## config.mk

```make
export PLATFORM = sky130hd
export DESIGN_NAME = mem_arbiter
export DESIGN_NICKNAME = d
export VERILOG_FILES = /design/src/rtl/mem_arb_pkg.sv /design/src/rtl/sys_defs.sv /design/src/rtl/mem_arbiter.sv
export SDC_FILE = /design/constraint.sdc
export NUM_CORES = 1
export LEC_CHECK = 0
export CORE_ASPECT_RATIO = 0.75
export CORE_UTILIZATION = 40
export CTS_CLUSTER_SIZE = 16
export DETAILED_ROUTE_END_ITERATION = 6
export MAX_ROUTING_LAYER = met4
export PLACE_DENSITY = 0.8
export SYNTH_ARGS = -nofsm -noshare
export SYNTH_HDL_FRONTEND = slang
export SYNTH_SLANG_ARGS = --single-unit
```

## constraint.sdc

```tcl
create_clock -name clk -period 2.8 [get_ports clk]
set_input_delay 0.84 -clock clk [delete_from_list [all_inputs] [get_ports clk]]
set_output_delay 0.84 -clock clk [all_outputs]
set_load 0.05 [all_outputs]
```

## src/rtl/mem_arb_pkg.sv

```systemverilog
// rtl/mem_arb_pkg.sv - arbiter state encoding
package mem_arb_pkg;
    typedef enum logic [1:0] {
        ST_IDLE,
        ST_FETCH,
        ST_DATA,
        ST_DONE
    } arb_state_e;
endpackage

```

## src/rtl/sys_defs.sv

```systemverilog
// rtl/sys_defs.sv - shared bus command encodings
package sys_defs;
    localparam logic [1:0] BUS_NONE  = 2'd0;
    localparam logic [1:0] BUS_LOAD  = 2'd1;
    localparam logic [1:0] BUS_STORE = 2'd2;
endpackage

```

## src/rtl/mem_arbiter.sv

```systemverilog
// rtl/mem_arbiter.sv - arbitrates IF fetches and MEM loads/stores onto one memory port
module mem_arbiter
    import sys_defs::*;
    import mem_arb_pkg::*;
#(
    parameter int TIMEOUT      = 16,
    parameter int STARVE_LIMIT = 4
) (
    input  logic        clk,
    input  logic        rst,
    input  logic        if_req,
    input  logic [31:0] if_addr,
    input  logic        if_flush,
    output logic [31:0] if_rdata,
    output logic        if_valid,
    output logic        if_stall,
    input  logic [1:0]  d_cmd,
    input  logic [31:0] d_addr,
    input  logic [31:0] d_wdata,
    output logic [31:0] d_rdata,
    output logic        d_done,
    output logic        d_stall,
    output logic        bus_err,
    output logic [1:0]  mem_cmd,
    output logic [31:0] mem_addr,
    output logic [31:0] mem_wdata,
    input  logic [31:0] mem_rdata,
    input  logic        mem_ack
);
    localparam int SW = $clog2(STARVE_LIMIT + 1);
    localparam int WW = $clog2(TIMEOUT + 1);
    localparam logic [SW-1:0] STARVE_MAX = SW'(STARVE_LIMIT);
    localparam logic [WW-1:0] WAIT_LAST  = WW'(TIMEOUT - 1);

    arb_state_e  state_q, state_d;
    logic [SW-1:0] starve_q, starve_d;
    logic [WW-1:0] wait_q, wait_d;
    logic        kill_q, kill_d;
    logic        fetch_q, fetch_d;
    logic        err_q, err_d;
    logic [1:0]  cmd_q, cmd_d;
    logic [31:0] addr_q, addr_d;
    logic [31:0] wdata_q, wdata_d;
    logic [31:0] if_rdata_q, if_rdata_d;
    logic [31:0] d_rdata_q, d_rdata_d;
    logic        data_grant, fetch_grant;

    always_ff @(posedge clk) begin
        if (rst) begin
            state_q    <= ST_IDLE;
            starve_q   <= '0;
            wait_q     <= '0;
            kill_q     <= 1'b0;
            fetch_q    <= 1'b0;
            err_q      <= 1'b0;
            cmd_q      <= BUS_NONE;
            addr_q     <= '0;
            wdata_q    <= '0;
            if_rdata_q <= '0;
            d_rdata_q  <= '0;
        end else begin
            state_q    <= state_d;
            starve_q   <= starve_d;
            wait_q     <= wait_d;
            kill_q     <= kill_d;
            fetch_q    <= fetch_d;
            err_q      <= err_d;
            cmd_q      <= cmd_d;
            addr_q     <= addr_d;
            wdata_q    <= wdata_d;
            if_rdata_q <= if_rdata_d;
            d_rdata_q  <= d_rdata_d;
        end
    end

    always_comb begin
        state_d     = state_q;
        starve_d    = starve_q;
        wait_d      = wait_q;
        kill_d      = kill_q;
        fetch_d     = fetch_q;
        err_d       = err_q;
        cmd_d       = cmd_q;
        addr_d      = addr_q;
        wdata_d     = wdata_q;
        if_rdata_d  = if_rdata_q;
        d_rdata_d   = d_rdata_q;
        data_grant  = 1'b0;
        fetch_grant = 1'b0;

        case (state_q)
            ST_IDLE: begin
                if (d_cmd != BUS_NONE && (starve_q < STARVE_MAX || !if_req)) begin
                    data_grant = 1'b1;
                    state_d    = ST_DATA;
                    fetch_d    = 1'b0;
                    cmd_d      = d_cmd;
                    addr_d     = d_addr;
                    wdata_d    = d_wdata;
                    wait_d     = '0;
                end else if (if_req && !if_flush) begin
                    fetch_grant = 1'b1;
                    state_d     = ST_FETCH;
                    fetch_d     = 1'b1;
                    cmd_d       = BUS_LOAD;
                    addr_d      = if_addr;
                    wdata_d     = '0;
                    wait_d      = '0;
                end
            end
            ST_FETCH, ST_DATA: begin
                // A flush coinciding with mem_ack still kills the fetch: kill_q lands with DONE.
                if (state_q == ST_FETCH && if_flush) begin
                    kill_d = 1'b1;
                end
                if (mem_ack) begin
                    state_d = ST_DONE;
                    cmd_d   = BUS_NONE;
                    if (fetch_q) begin
                        if_rdata_d = mem_rdata;
                    end else begin
                        d_rdata_d = (cmd_q == BUS_STORE) ? '0 : mem_rdata;
                    end
                end else if (wait_q == WAIT_LAST) begin
                    state_d = ST_DONE;
                    cmd_d   = BUS_NONE;
                    err_d   = 1'b1;
                    if (fetch_q) begin
                        if_rdata_d = '0;
                    end else begin
                        d_rdata_d = '0;
                    end
                end else begin
                    wait_d = wait_q + WW'(1);
                end
            end
            ST_DONE: begin
                kill_d  = 1'b0;
                err_d   = 1'b0;
                state_d = ST_IDLE;
            end
            default: state_d = ST_IDLE;
        endcase

        if (!if_req || fetch_grant) begin
            starve_d = '0;
        end else if (data_grant && starve_q != STARVE_MAX) begin
            starve_d = starve_q + SW'(1);
        end
    end

    assign if_valid  = (state_q == ST_DONE) & fetch_q & ~kill_q;
    assign d_done    = (state_q == ST_DONE) & ~fetch_q;
    assign bus_err   = (state_q == ST_DONE) & err_q;
    assign if_stall  = if_req & ~if_valid;
    assign d_stall   = (d_cmd != BUS_NONE) & ~d_done;
    assign if_rdata  = if_rdata_q;
    assign d_rdata   = d_rdata_q;
    assign mem_cmd   = cmd_q;
    assign mem_addr  = addr_q;
    assign mem_wdata = wdata_q;
endmodule
```

==> impl_metrics.ini <==
[clocking]
cts.clk_slew.worst_paths_ns = 0.06
clock_latency_ns = 0.43
cts_root_buffer = clkbuf_16
cts_max_path_buffers = 2
cts_inserted_buffers = 17
post_cts_buffers = 0
ctsHtreeMaxLevel = 4
cts_tree = yes
cts.sinks = 143

[route]
ant_nets = 0
firstDrtPassIters = 5
drt_iter0_markers = 296
remaining_drc_errors = 0
routed_wl_um = 18900
post_drt_wl_per_cell_um = 18.4
post_drt_via_cell_ratio = 5.42
num_vias = 5566

[pwr]
p_sw_share_pct = 40.3
power_leakage_nw = 3.27
power.internal_mw = 4.99
pwr-share-clk_pct = 27.4
pwr-share-seq_pct = 31.1
switchingPower_mw = 3.37
combinationalPowerShare_pct = 41.5
peakVddDrop_mv = 0.607
power_density_nw_per_um2 = 931

[logic_synthesis]
ys_top_cells_by_area = dfxtp_1, a21oi_1, a221o_1
synthFlopType = dfxtp_1
avgSynthCellArea_um2 = 9.39
yosysTopAreaCell = dfxtp_1
yosysSeqAreaShare_pct = 52.2
ys.warnings.count = 0
syn_area_um2 = 5490
synth_edf_count = 0
async_flop_share_pct = 0
synth_common_cells = dfxtp_1, a21oi_1, nand2_1
synth_cells = 584
ys_ff_latch = 143
synth_cell_types = 44
synth_most_common_cell = dfxtp_1
synthesis.nets = 727
yosysTopAreaCellShare_pct = 52.2

[critical_path]
path_class = in -> out
crit_chain = clkdlybuf4s50_1 -> buf_4 -> nor2b_1 -> buf_12
slowest_delay_ns = 0.50
cp_slowest_cell = clkdlybuf4s50_1
cp.arrival_ns = 1.92
worst_setup_path_start_kind = primary input
crit_required_ns = 1.96
end_kind = output pin
rrSetupSlack_ns = 0.43
path_max_fanout = 7

[placement]
port_buffers = 269
dp_hpwl_um = 13400
dpl_cell_area_um2 = 8370
globalplace.congestion = 0.797

[global_route]
grt_pass1_wl_um = 27100
grt_use_total_pct = 26.1
antenna_found_initial = 0
grt_max_degree = 66
grt_pass1_vias = 5184
overflow = 0

[hold_path]
hold_path.class = reg -> reg

[sta]
min_period_ns = 2.76
tightest_slew_ns = 1.18
max_slew_margin_pct = 20.6
post-route-period-util_pct = 98.6
hold_viol = 0
holdWs_ns = 0.455
fmax_ghz = 0.362
fin_worst_skew_ns = 0.0110
setup_viol = 0
drv_slew = 0
grt_setup_unrepaired = no

[layout]
drive_gt1_share_pct = 8.53
seq_area_um2 = 2860
nNetsFinal = 986
synthToLayoutAreaGrowth_pct = 63.7
postLayoutCellArea_um2 = 8980
fill_cells = 1042
multiInputGateArea_um2 = 2400
antenna_cells = 0

[die]
dieHeight_um = 103
die_area_um2 = 14200
core_area_um2 = 13200
initial_core_util_pct = 41.6
rows = 36
pin_count = 270
die_x_um = 137

[status]
outcome = finished clean

[run]
max_cap_violations = 0
-- per-stage QoR --
stage	setup TNS (ns)	instances	power (mW)	utilization, %	worst slack, ns
after CTS	0	1026	8.37	68.0	0.0344
after floorplan	0	584	4.82	-	0.202
after detailed placement	-11.95	994	6.06	63.4	-0.368
after global routing	0	1027	8.68	68.1	0.00585
final	0	1027	8.36	68.1	0.0396
after global placement	-7.58	994	5.97	63.4	-0.263
-- sequential cells by signal (all words and copies together) (netlist names) --
signal / count
if_rdata: 32
kill_q: 1
err_q: 1
fetch_q: 1
mem_addr: 32
starve_q: 3
wait_q: 5
mem_wdata: 32
state_q: 2
d_rdata: 32
mem_cmd: 2
-- critical path: cells and delay by family --
family | cells | cell delay, ns
buf+inv | 3 | 0.84
simple gates | 1 | 0.23
-- cell usage in the layout, fill, tap and decap left out, types with 9 or more instances in the layout --
cell type        Yosys  routed
a21oi_1             73      73
a221o_1             32      32
a22o_1              33      33
and2_1              34      34
buf_4                0      21
clkbuf_16            0      17
clkdlybuf4s50_1      0     262
dfxtp_1            143     143
inv_1                9       9
nand2_1             69      69
nand3_1             35      35
nand4_1             34      34
nor2_1              15      12
-- cells by family after synthesis --
group | share of synthesized area, %
and+or+nand+nor | 20.6
buffers and inverters | 4.56
xor gates and xnor gates | 0.160
DFF | 52.2
AOI/OAI and AO/OA | 20.5
muxes | 0.182
adders and majority gates | 1.82
-- area by class of cell --
| class | count | share of cell area, % |
|---|---|---|
| Clock buffer | 17 | 4.74 |
| Clock inverter | 15 | 1.95 |
| Inverter | 9 | 0.376 |
| Multi-Input combinational cell | 383 | 26.7 |
| Sequential cell | 143 | 31.9 |
| Tap cell | 171 | 2.38 |
| Timing Repair Buffer | 289 | 31.9 |
-- path summary, 6_finish.rpt --
path,cells after the start,end,start
worst min register to register,2,if_rdata[19],if_rdata[19]
worst max-delay path,4,if_stall,if_req
worst min-delay path,2,if_rdata[19],if_rdata[19]
worst max register to register,6,mem_addr[6],state_q[1]
-- power by group through the flow --
stage / sequential [mW] / clock [mW] / combinational [mW]
floorplan: 3.71 / 0 / 1.11
global placement: 2.62 / 0 / 3.35
detailed placement: 2.63 / 0 / 3.43
CTS: 2.60 / 2.32 / 3.45
global route: 2.64 / 2.41 / 3.63
finish: 2.60 / 2.29 / 3.47
-- layer usage --
metal	vias up	part of all wire, %	GRT usage, %	routed length (um)
met5	-	0	-	0
met4	0	2.6	12.4	490
met3	37	5.6	5.02	1070
met2	211	49	41.7	9370
met1	2682	42	31.9	8020
li1	2636	-	-	-
-- repair_timing --
action	CTS	global route
endpoints found under the setup margin	0	29
gates resized for setup	0	1
hold buffers	0	0
endpoints found under the hold margin	0	0
Power figures use the tool's default switching activity.
